$ cat config.mk
export PLATFORM = sky130hd
export DESIGN_NAME = if_stage
export DESIGN_NICKNAME = d
export VERILOG_FILES = /design/src/rtl/mips_pkg.sv /design/src/rtl/sat_cnt.sv /design/src/rtl/if_stage.sv
export SDC_FILE = /design/constraint.sdc
export NUM_CORES = 1
export LEC_CHECK = 0
export CORE_MARGIN = 5
export CORE_UTILIZATION = 30
export CTS_BUF_LIST = sky130_fd_sc_hd__clkbuf_4
export CTS_CLUSTER_SIZE = 12
export DETAILED_ROUTE_END_ITERATION = 8
export GPL_ROUTABILITY_DRIVEN = 0
export PLACE_DENSITY_LB_ADDON = 0.1
export SETUP_SLACK_MARGIN = 0.3
export SLEW_MARGIN = 15
export SYNTH_ARGS = -nofsm -noshare
export SYNTH_HDL_FRONTEND = slang
export SYNTH_SLANG_ARGS = --single-unit
$ cat constraint.sdc
create_clock -name clk -period 2.7 [get_ports clk]
set_clock_uncertainty 0.05 [all_clocks]
set_input_delay 0.54 -clock clk [delete_from_list [all_inputs] [get_ports clk]]
set_output_delay 0.54 -clock clk [all_outputs]
set_load 0.05 [all_outputs]
$ cat src/rtl/mips_pkg.sv
// Shared MIPS pipeline definitions: bubble instruction, reset PC and the
// fetch state encoding used by if_stage.
package mips_pkg;

  localparam int unsigned XLEN = 32;

  // sll $0,$0,0
  localparam logic [XLEN-1:0] NOP_INSTR        = 32'h0000_0000;
  localparam logic [XLEN-1:0] RESET_PC_DEFAULT = 32'h0000_0000;

  typedef enum logic [1:0] {
    BOOT = 2'd0,
    LOAD = 2'd1,
    RUN  = 2'd2
  } fetch_state_t;

  // Force a byte address onto a word boundary.
  function automatic logic [XLEN-1:0] word_align(input logic [XLEN-1:0] addr);
    return {addr[XLEN-1:2], 2'b00};
  endfunction

endpackage

$ cat src/rtl/sat_cnt.sv
// Saturating up-counter with increment enable. Only the performance
// counters of if_stage use it, so it is built only with IF_STAGE_PERF_EN.
`ifdef IF_STAGE_PERF_EN
module sat_cnt #(
  parameter int unsigned WIDTH = 32
) (
  input  logic             clk,
  input  logic             rst_n,
  input  logic             inc,
  output logic [WIDTH-1:0] cnt
);

  // Count up on inc, sticking at all-ones.
  always_ff @(posedge clk or negedge rst_n) begin
    if (!rst_n) begin
      cnt <= '0;
    end else if (inc && (cnt != {WIDTH{1'b1}})) begin
      cnt <= cnt + WIDTH'(1);
    end
  end

endmodule
`endif

$ cat src/rtl/if_stage.sv
// MIPS instruction fetch stage: program counter, next-PC selection,
// IF/ID pipeline register and the BOOT/LOAD/RUN fetch state machine.
// Optional performance counters are enabled with IF_STAGE_PERF_EN.
module if_stage
  import mips_pkg::*;
#(
  parameter logic [31:0] RESET_PC = RESET_PC_DEFAULT,
  parameter logic [31:0] NOP      = NOP_INSTR
) (
  input  logic        clk,
  input  logic        rst_n,
  input  logic        im_en,
  input  logic        stall,
  input  logic        flush,
  input  logic        branch_taken,
  input  logic [31:0] branch_target,
  input  logic        jump,
  input  logic [31:0] jump_target,
  output logic [31:0] im_addr,
  input  logic [31:0] im_data,
  output logic [31:0] ifid_instr,
  output logic [31:0] ifid_pc4,
`ifdef IF_STAGE_PERF_EN
  output logic [31:0] fetch_cnt,
  output logic [31:0] bubble_cnt,
`endif
  output logic        ifid_valid
);

  fetch_state_t state;
  logic [31:0]  pc;
  logic [31:0]  pc_plus4;
  logic         redirect;
  logic [31:0]  redirect_pc;

  // Next-PC candidates; branch wins over jump when both resolve together.
  always_comb begin
    pc_plus4    = pc + 32'd4;
    redirect    = branch_taken | jump;
    redirect_pc = word_align(branch_taken ? branch_target : jump_target);
  end

  assign im_addr = pc;

  // Fetch FSM, PC register and IF/ID register.
  always_ff @(posedge clk or negedge rst_n) begin
    if (!rst_n) begin
      state      <= BOOT;
      pc         <= RESET_PC;
      ifid_instr <= NOP;
      ifid_pc4   <= '0;
      ifid_valid <= 1'b0;
    end else begin
      unique case (state)
        BOOT: begin
          state <= im_en ? LOAD : RUN;
        end
        LOAD: begin
          pc         <= RESET_PC;
          ifid_instr <= NOP;
          ifid_pc4   <= '0;
          ifid_valid <= 1'b0;
          if (!im_en) begin
            state <= RUN;
          end
        end
        RUN: begin
          if (im_en) begin
            state      <= LOAD;
            pc         <= RESET_PC;
            ifid_instr <= NOP;
            ifid_pc4   <= '0;
            ifid_valid <= 1'b0;
          end else if (redirect) begin
            pc         <= redirect_pc;
            ifid_instr <= NOP;
            ifid_pc4   <= '0;
            ifid_valid <= 1'b0;
          end else if (stall) begin
            if (flush) begin
              ifid_instr <= NOP;
              ifid_pc4   <= '0;
              ifid_valid <= 1'b0;
            end
          end else if (flush) begin
            pc         <= pc_plus4;
            ifid_instr <= NOP;
            ifid_pc4   <= '0;
            ifid_valid <= 1'b0;
          end else begin
            pc         <= pc_plus4;
            ifid_instr <= im_data;
            ifid_pc4   <= pc_plus4;
            ifid_valid <= 1'b1;
          end
        end
        default: begin
          state <= BOOT;
        end
      endcase
    end
  end

`ifdef IF_STAGE_PERF_EN
  logic fetch_inc;
  logic bubble_inc;

  // Count real fetches into IF/ID and RUN cycles that lose a fetch slot.
  always_comb begin
    fetch_inc  = (state == RUN) && !im_en && !redirect && !stall && !flush;
    bubble_inc = (state == RUN) && (stall || flush || redirect);
  end

  sat_cnt #(.WIDTH(32)) u_fetch_cnt (
    .clk   (clk),
    .rst_n (rst_n),
    .inc   (fetch_inc),
    .cnt   (fetch_cnt)
  );

  sat_cnt #(.WIDTH(32)) u_bubble_cnt (
    .clk   (clk),
    .rst_n (rst_n),
    .inc   (bubble_inc),
    .cnt   (bubble_cnt)
  );
`endif

endmodule

==> impl_metrics.toml, run 1 <==
[critical_path]
cp-end-kind = "output pin"
path_buf_inv = 1
start_kind = "register"
critPathMaxStageDelay_ps = 910
worstPathRequired_ps = 2110
critPathSlowestCell = "clkdlybuf4s50_1"
critical_path.top_delay_family = "buffers and inverters"
path_cells = "clkdlybuf4s50_1"
worstPathArrival_ps = 1760
critPathKind = "register to output pin"
cp_max_fo = 2

[route]
via_per_inst = 5.41
antenna_left = 0
totalWireLength_um = 19700
drtIter0Drc = 394
drc = 0
vias = 5480
first_pass_iters = 5
wl_per_cell_um = 19.5

[yosys]
synth-seq-area-share = 0.438
synth_cells = 576
ys_async_sr_fraction = 1.00
syn-cell-area_um2 = 5490
ys_ff_latch = 96
yosys_warnings = 0
avgSynthCellArea_um2 = 9.52
synth_commonest_cells = "dfrtp_1 (96), a22o_1 (46), nand2_1 (46)"
yosys.area.top_type = "dfrtp_1"
synth_area_leaders = "dfrtp_1 (44%), a22o_1 (7.3%), o211ai_1 (3.4%), nand2_1 (3.1%), nand3_1 (2.4%)"
synthMostInstantiatedCell = "dfrtp_1"
synth_top_area_frac = 0.438
synth.distinct_cells = 64
synth_edf_count = 0
yosys_most_used_dff = "dfrtp_1"

[timing]
hold_slack_ps = 33.7
tns_ps = 0
fin_crit_ps = 2350
fin_crit_sh = 0.869
worst_slew_pin_slew_ps = 648
final-setup-viol-count = 0
finalHoldViolCount = 0
slew_violations = 0
max_freq_mhz = 426
maxSlewHeadroom = 0.567
rsz0062_at_grt = "false"

[global_route]
grt-ovfl-total = 0
track_usage = 0.181
grt_max_degree = 58
antenna_found_initial = 1
grt_pass1_wl_um = 31200
grt_pass1_vias = 5551

[cts]
cts_buffers = 9
cts_buffer_depth = 2
cts_max_level = 3
root_buffer = "clkbuf_4"
cts_tree = "yes"
clock-sinks = 96
clock_latency_ps = 460
cts.clk_slew.worst_paths_ps = 160

[layout]
layout.nets = 885
multi_input_area_um2 = 2860
drive_gt1_frac = 0.109
n_fill_cell = 1778
regArea_um2 = 2400
area_delta_synth_final_pct = 46.8

[min_path]
holdCritPathClass = "primary input to async pin"

[pwr]
power_density_nw_per_um2 = 645
total_leakage_power_nw = 3.39
peakVddDrop_mv = 0.497

[floorplanning]
num_io_pins = 200
die_width_um = 145
core_um2 = 18000
rows = 49
die_h_um = 145
die_area_um2 = 21100
start_util = 0.305

[placement]
dp_hpwl_um = 14900
io_buffers = 193

[job]
drv_cap = 0

[status]
status = "finished, final reports clean"
==> layer usage <==
metal / up-vias / global-route usage / share of wire
met2: 228 / 0.276 / 0.45
met4: 0 / 0.0732 / 0.029
met5: - / 0 / 0
li1: 2601 / - / -
met1: 2618 / 0.252 / 0.46
met3: 33 / 0.0355 / 0.063
==> through the flow <==
| step | cell area [µm²] | setup slack (ps) | utilization | instances | power, mW |
|---|---|---|---|---|---|
| final | 8050 | 355 | 0.448 | 1013 | 5.19 |
| after global routing | 8050 | 244 | 0.448 | 1013 | 5.52 |
| after CTS | 7990 | 301 | 0.445 | 1010 | 5.20 |
| after detailed placement | 7920 | 13.6 | 0.441 | 995 | 4.59 |
| after global placement | 7920 | 41.2 | 0.441 | 995 | 4.53 |
| after floorplan | 5490 | 382 | - | 577 | 3.50 |
==> cell families (layout without fill, tap and decap cells) <==
kind of cell    count (synthesis)  after routing  share of synthesized area
simple gates                  226            226                      0.238
compound gates                169            169                      0.232
flops                          96             96                      0.438
buf+inv                        61            266                     0.0504
xor+xnor                       14             14                     0.0224
mux                             5              5                    0.00912
fa+ha+maj                       4              4                    0.00912
other cells                     1              4                   0.000684
==> flip-flops by register name, summed over array words and instances, names as in the netlist <==
| name | count |
|---|---|
| ifid_pc4 | 31 |
| ifid_valid | 1 |
| ifid_instr | 32 |
| state | 2 |
| im_addr | 30 |
==> cells in the final DEF, fill, tap and decap left out, types with 4 or more instances in the layout <==
master	Yosys	routed
o211ai_1	25	25
nand3_1	26	26
nor2b_1	16	16
nor3b_1	14	14
a22oi_1	10	10
clkbuf_4	0	9
o311ai_0	6	6
a22o_1	46	46
nand2b_1	10	10
a21oi_1	6	6
and3_1	5	5
nor4_1	20	18
buf_4	3	47
buf_12	0	6
nor2_1	24	23
nand2_1	46	46
or4_1	14	14
o31ai_1	15	12
o21ai_0	25	25
clkdlybuf4s50_1	0	160
and4_1	5	5
inv_1	6	5
o22ai_1	12	12
xnor2_1	12	12
nand4_1	11	11
dfrtp_1	96	95
mux2i_1	5	5
nor3_1	10	10
dlymetal6s2s_1	0	4
dlygate4sd2_1	0	28
==> power breakdown <==
group | internal [mW] | switching (mW) | total [mW]
sequential | 1.61 | 0.337 | 1.95
clock | 0.183 | 0.500 | 0.683
combinational | 0.927 | 1.64 | 2.56
==> worst paths after layout <==
path	startpoint	end	slack [ps]	cells past startpoint
setup / recovery	ifid_pc4[8]	ifid_pc4[8]	350	1
hold / removal	rst_n	im_addr[10]	30	1
setup reg to reg	state[1]	im_addr[17]	440	8
hold reg to reg	ifid_pc4[14]	ifid_pc4[14]	440	2
max in group asynchronous	rst_n	ifid_instr[25]	1850	2
min in group clk	ifid_pc4[14]	ifid_pc4[14]	440	2
==> cell type report <==
class,instances,area share
diodes,2,0.000622
flip-flops and latches,96,0.299
clock inverters,6,0.00435
inverters,6,0.00280
repair buffers,245,0.294
well taps,229,0.0356
clock buffers,9,0.00839
multi-input cells,420,0.355
==> repair_timing <==
item	4_1_cts	5_1_grt
hold buffers	0	0
setup buffers	0	1
gates cloned	0	0
endpoints found under the setup margin	28	20
resized for setup	28	14
Power figures use the tool's default switching activity.
==> run 2: changes to the inputs <==
- CTS_CLUSTER_SIZE: 12 -> 20
- clock period: 2.7 -> 1.95 ns (I/O delays scaled with it)
==> run 2 against run 1 <==
The flow now finishes with violations (negative setup slack); via count grew 13%; routed wire length grew 21%; sequential share of layout area shrank 6.2 points; design area grew 28%; power grew 110%; setup slack lost 540 ps; core utilization grew 13 points; cell count grew 13%; first-iteration DRC count shrank 15%; critical path type is now register to register; largest cell class is now non-clock buffers; largest power group unchanged; highest routed layer unchanged.
==> impl_metrics.toml, run 2 (synthesized netlist as in run 1, its figures left out) <==
[route]
vias = 6208
via_per_inst = 5.42
totalWireLength_um = 23800
wl_per_cell_um = 20.8
first_pass_iters = 5
drc = 0
antenna_left = 0
drtIter0Drc = 333

[floorplanning]
rows = 49
start_util = 0.305
num_io_pins = 200
die_h_um = 145
core_um2 = 18000
die_width_um = 145
die_area_um2 = 21100

[critical_path]
worstPathArrival_ps = 2520
critPathKind = "register to register"
worstPathRequired_ps = 2330
startpoint = "state[0]"
cp_max_fo = 6
r2r-start = "state[0]"
cp-end-kind = "register"
start_kind = "register"
ff2ff_path_depth = 10

[timing]
max_freq_mhz = 468
fin_crit_sh = 1.09
finalHoldViolCount = 0
hold_slack_ps = 308
tns_ps = -3240
final-setup-viol-count = 58
worst_slew_pin_slew_ps = 657
rsz0062_at_grt = "true"
slew_violations = 0
maxSlewHeadroom = 0.559
fin_crit_ps = 2140
fin_ws_ps = -185

[status]
status = "finished, violations left"
violations = "negative setup slack"

[placement]
dpl_cell_area_um2 = 8440
dp_hpwl_um = 16600
place_inst = 1057
io_buffers = 193
pre_cts_ws_ps = -355

[layout]
finalNonFillerCells = 1145
fin_area_um2 = 10300
final_common_cell = "buf_4"
mostFrequentLayoutCells = "buf_4 (158), clkdlybuf4s50_1 (97), dfrtp_1 (66), buf_6 (55), a22o_1 (46)"
drive_gt1_frac = 0.461
finish.utilization = 0.574
layout.nets = 1016
area_delta_synth_final_pct = 88.0
largest_register_ffs = 32
top_register = "ifid_instr"

[pwr]
peakVddDrop_mv = 0.587
total_leakage_power_nw = 4.44
power_density_nw_per_um2 = 1060
p_total_mw = 10.9

[global_route]
grt-ovfl-total = 0
grt_pass1_vias = 6357
antenna_found_initial = 2
grt_max_degree = 37
grt_pass1_wl_um = 36200
track_usage = 0.213

[min_path]
holdCritPathClass = "primary input to async pin"

[cts]
root_buffer = "clkbuf_4"
clock-sinks = 96
cts_buffer_depth = 2
clock_latency_ps = 490
cts_buffers = 9
cts_max_level = 3
cts_tree = "yes"
cts.clk_slew.worst_paths_ps = 170

[job]
drv_cap = 0
## run 2: changes by cell type in the layout (fill, tap and decap cells not counted), sizes merged
cell	before	now
clkbuf	9	17
clkinvlp	0	1
clkdlybuf4s50	160	97
dlymetal6s2s	4	0
dlygate4sd3	0	1
bufinv	0	3
buf	53	271
dlygate4sd2	28	0
clkinv	4	0
## run 2: layout make-up
cell class,instances,area [µm²]
fill,1568,7650
inverter,6,25.0
sequential,96,2440
antenna,2,5.00
timing repair buffer,376,3960
tap,229,287
clock inverter,6,115
clock buffer,10,75.1
multi-input combinational,420,3410
## run 2: final timing paths
check                                      to  slack (ps)
worst max-delay path              im_addr[13]        -190
worst min-delay path             ifid_pc4[13]         310
max in group asynchronous         im_addr[29]        1010
min in group clk                ifid_instr[1]         430
worst max register to register    im_addr[13]        -190
worst min register to register   ifid_pc4[18]         450
## run 2: metal layers
layer	wire length, µm	track usage	part of all wire
met1	10400	0.277	0.44
met3	1260	0.0461	0.053
met5	0	0	0
met4	447	0.0634	0.019
met2	11700	0.354	0.49
## run 2: power by group
group	switching [mW]	internal (mW)	total, mW	leakage, nW
Sequential	0.272	2.27	2.54	1.28
Combinational	3.41	3.50	6.91	3.06
Clock	0.768	0.672	1.44	0.0976
Total	4.45	6.44	10.9	4.44
## run 2: critical path: stages (launching register included)
cell	delay (ps)
dfrtp_1	410
inv_2	70
buf_6	120
ha_4	280
nand3b_4	110
or2_4	290
buf_12	130
buf_16	130
buf_6	120
o31ai_4	180
a22o_1	180
## run 2: what timing repair did
action / in CTS / in global routing
buffers inserted: 39 / 17
endpoints found under the setup margin: 125 / 122
pin swaps: 34 / 50
cloned: 7 / 6
hold buffers: 1 / 0
resized for setup: 189 / 65
hold endpoints to repair: 24 / 0
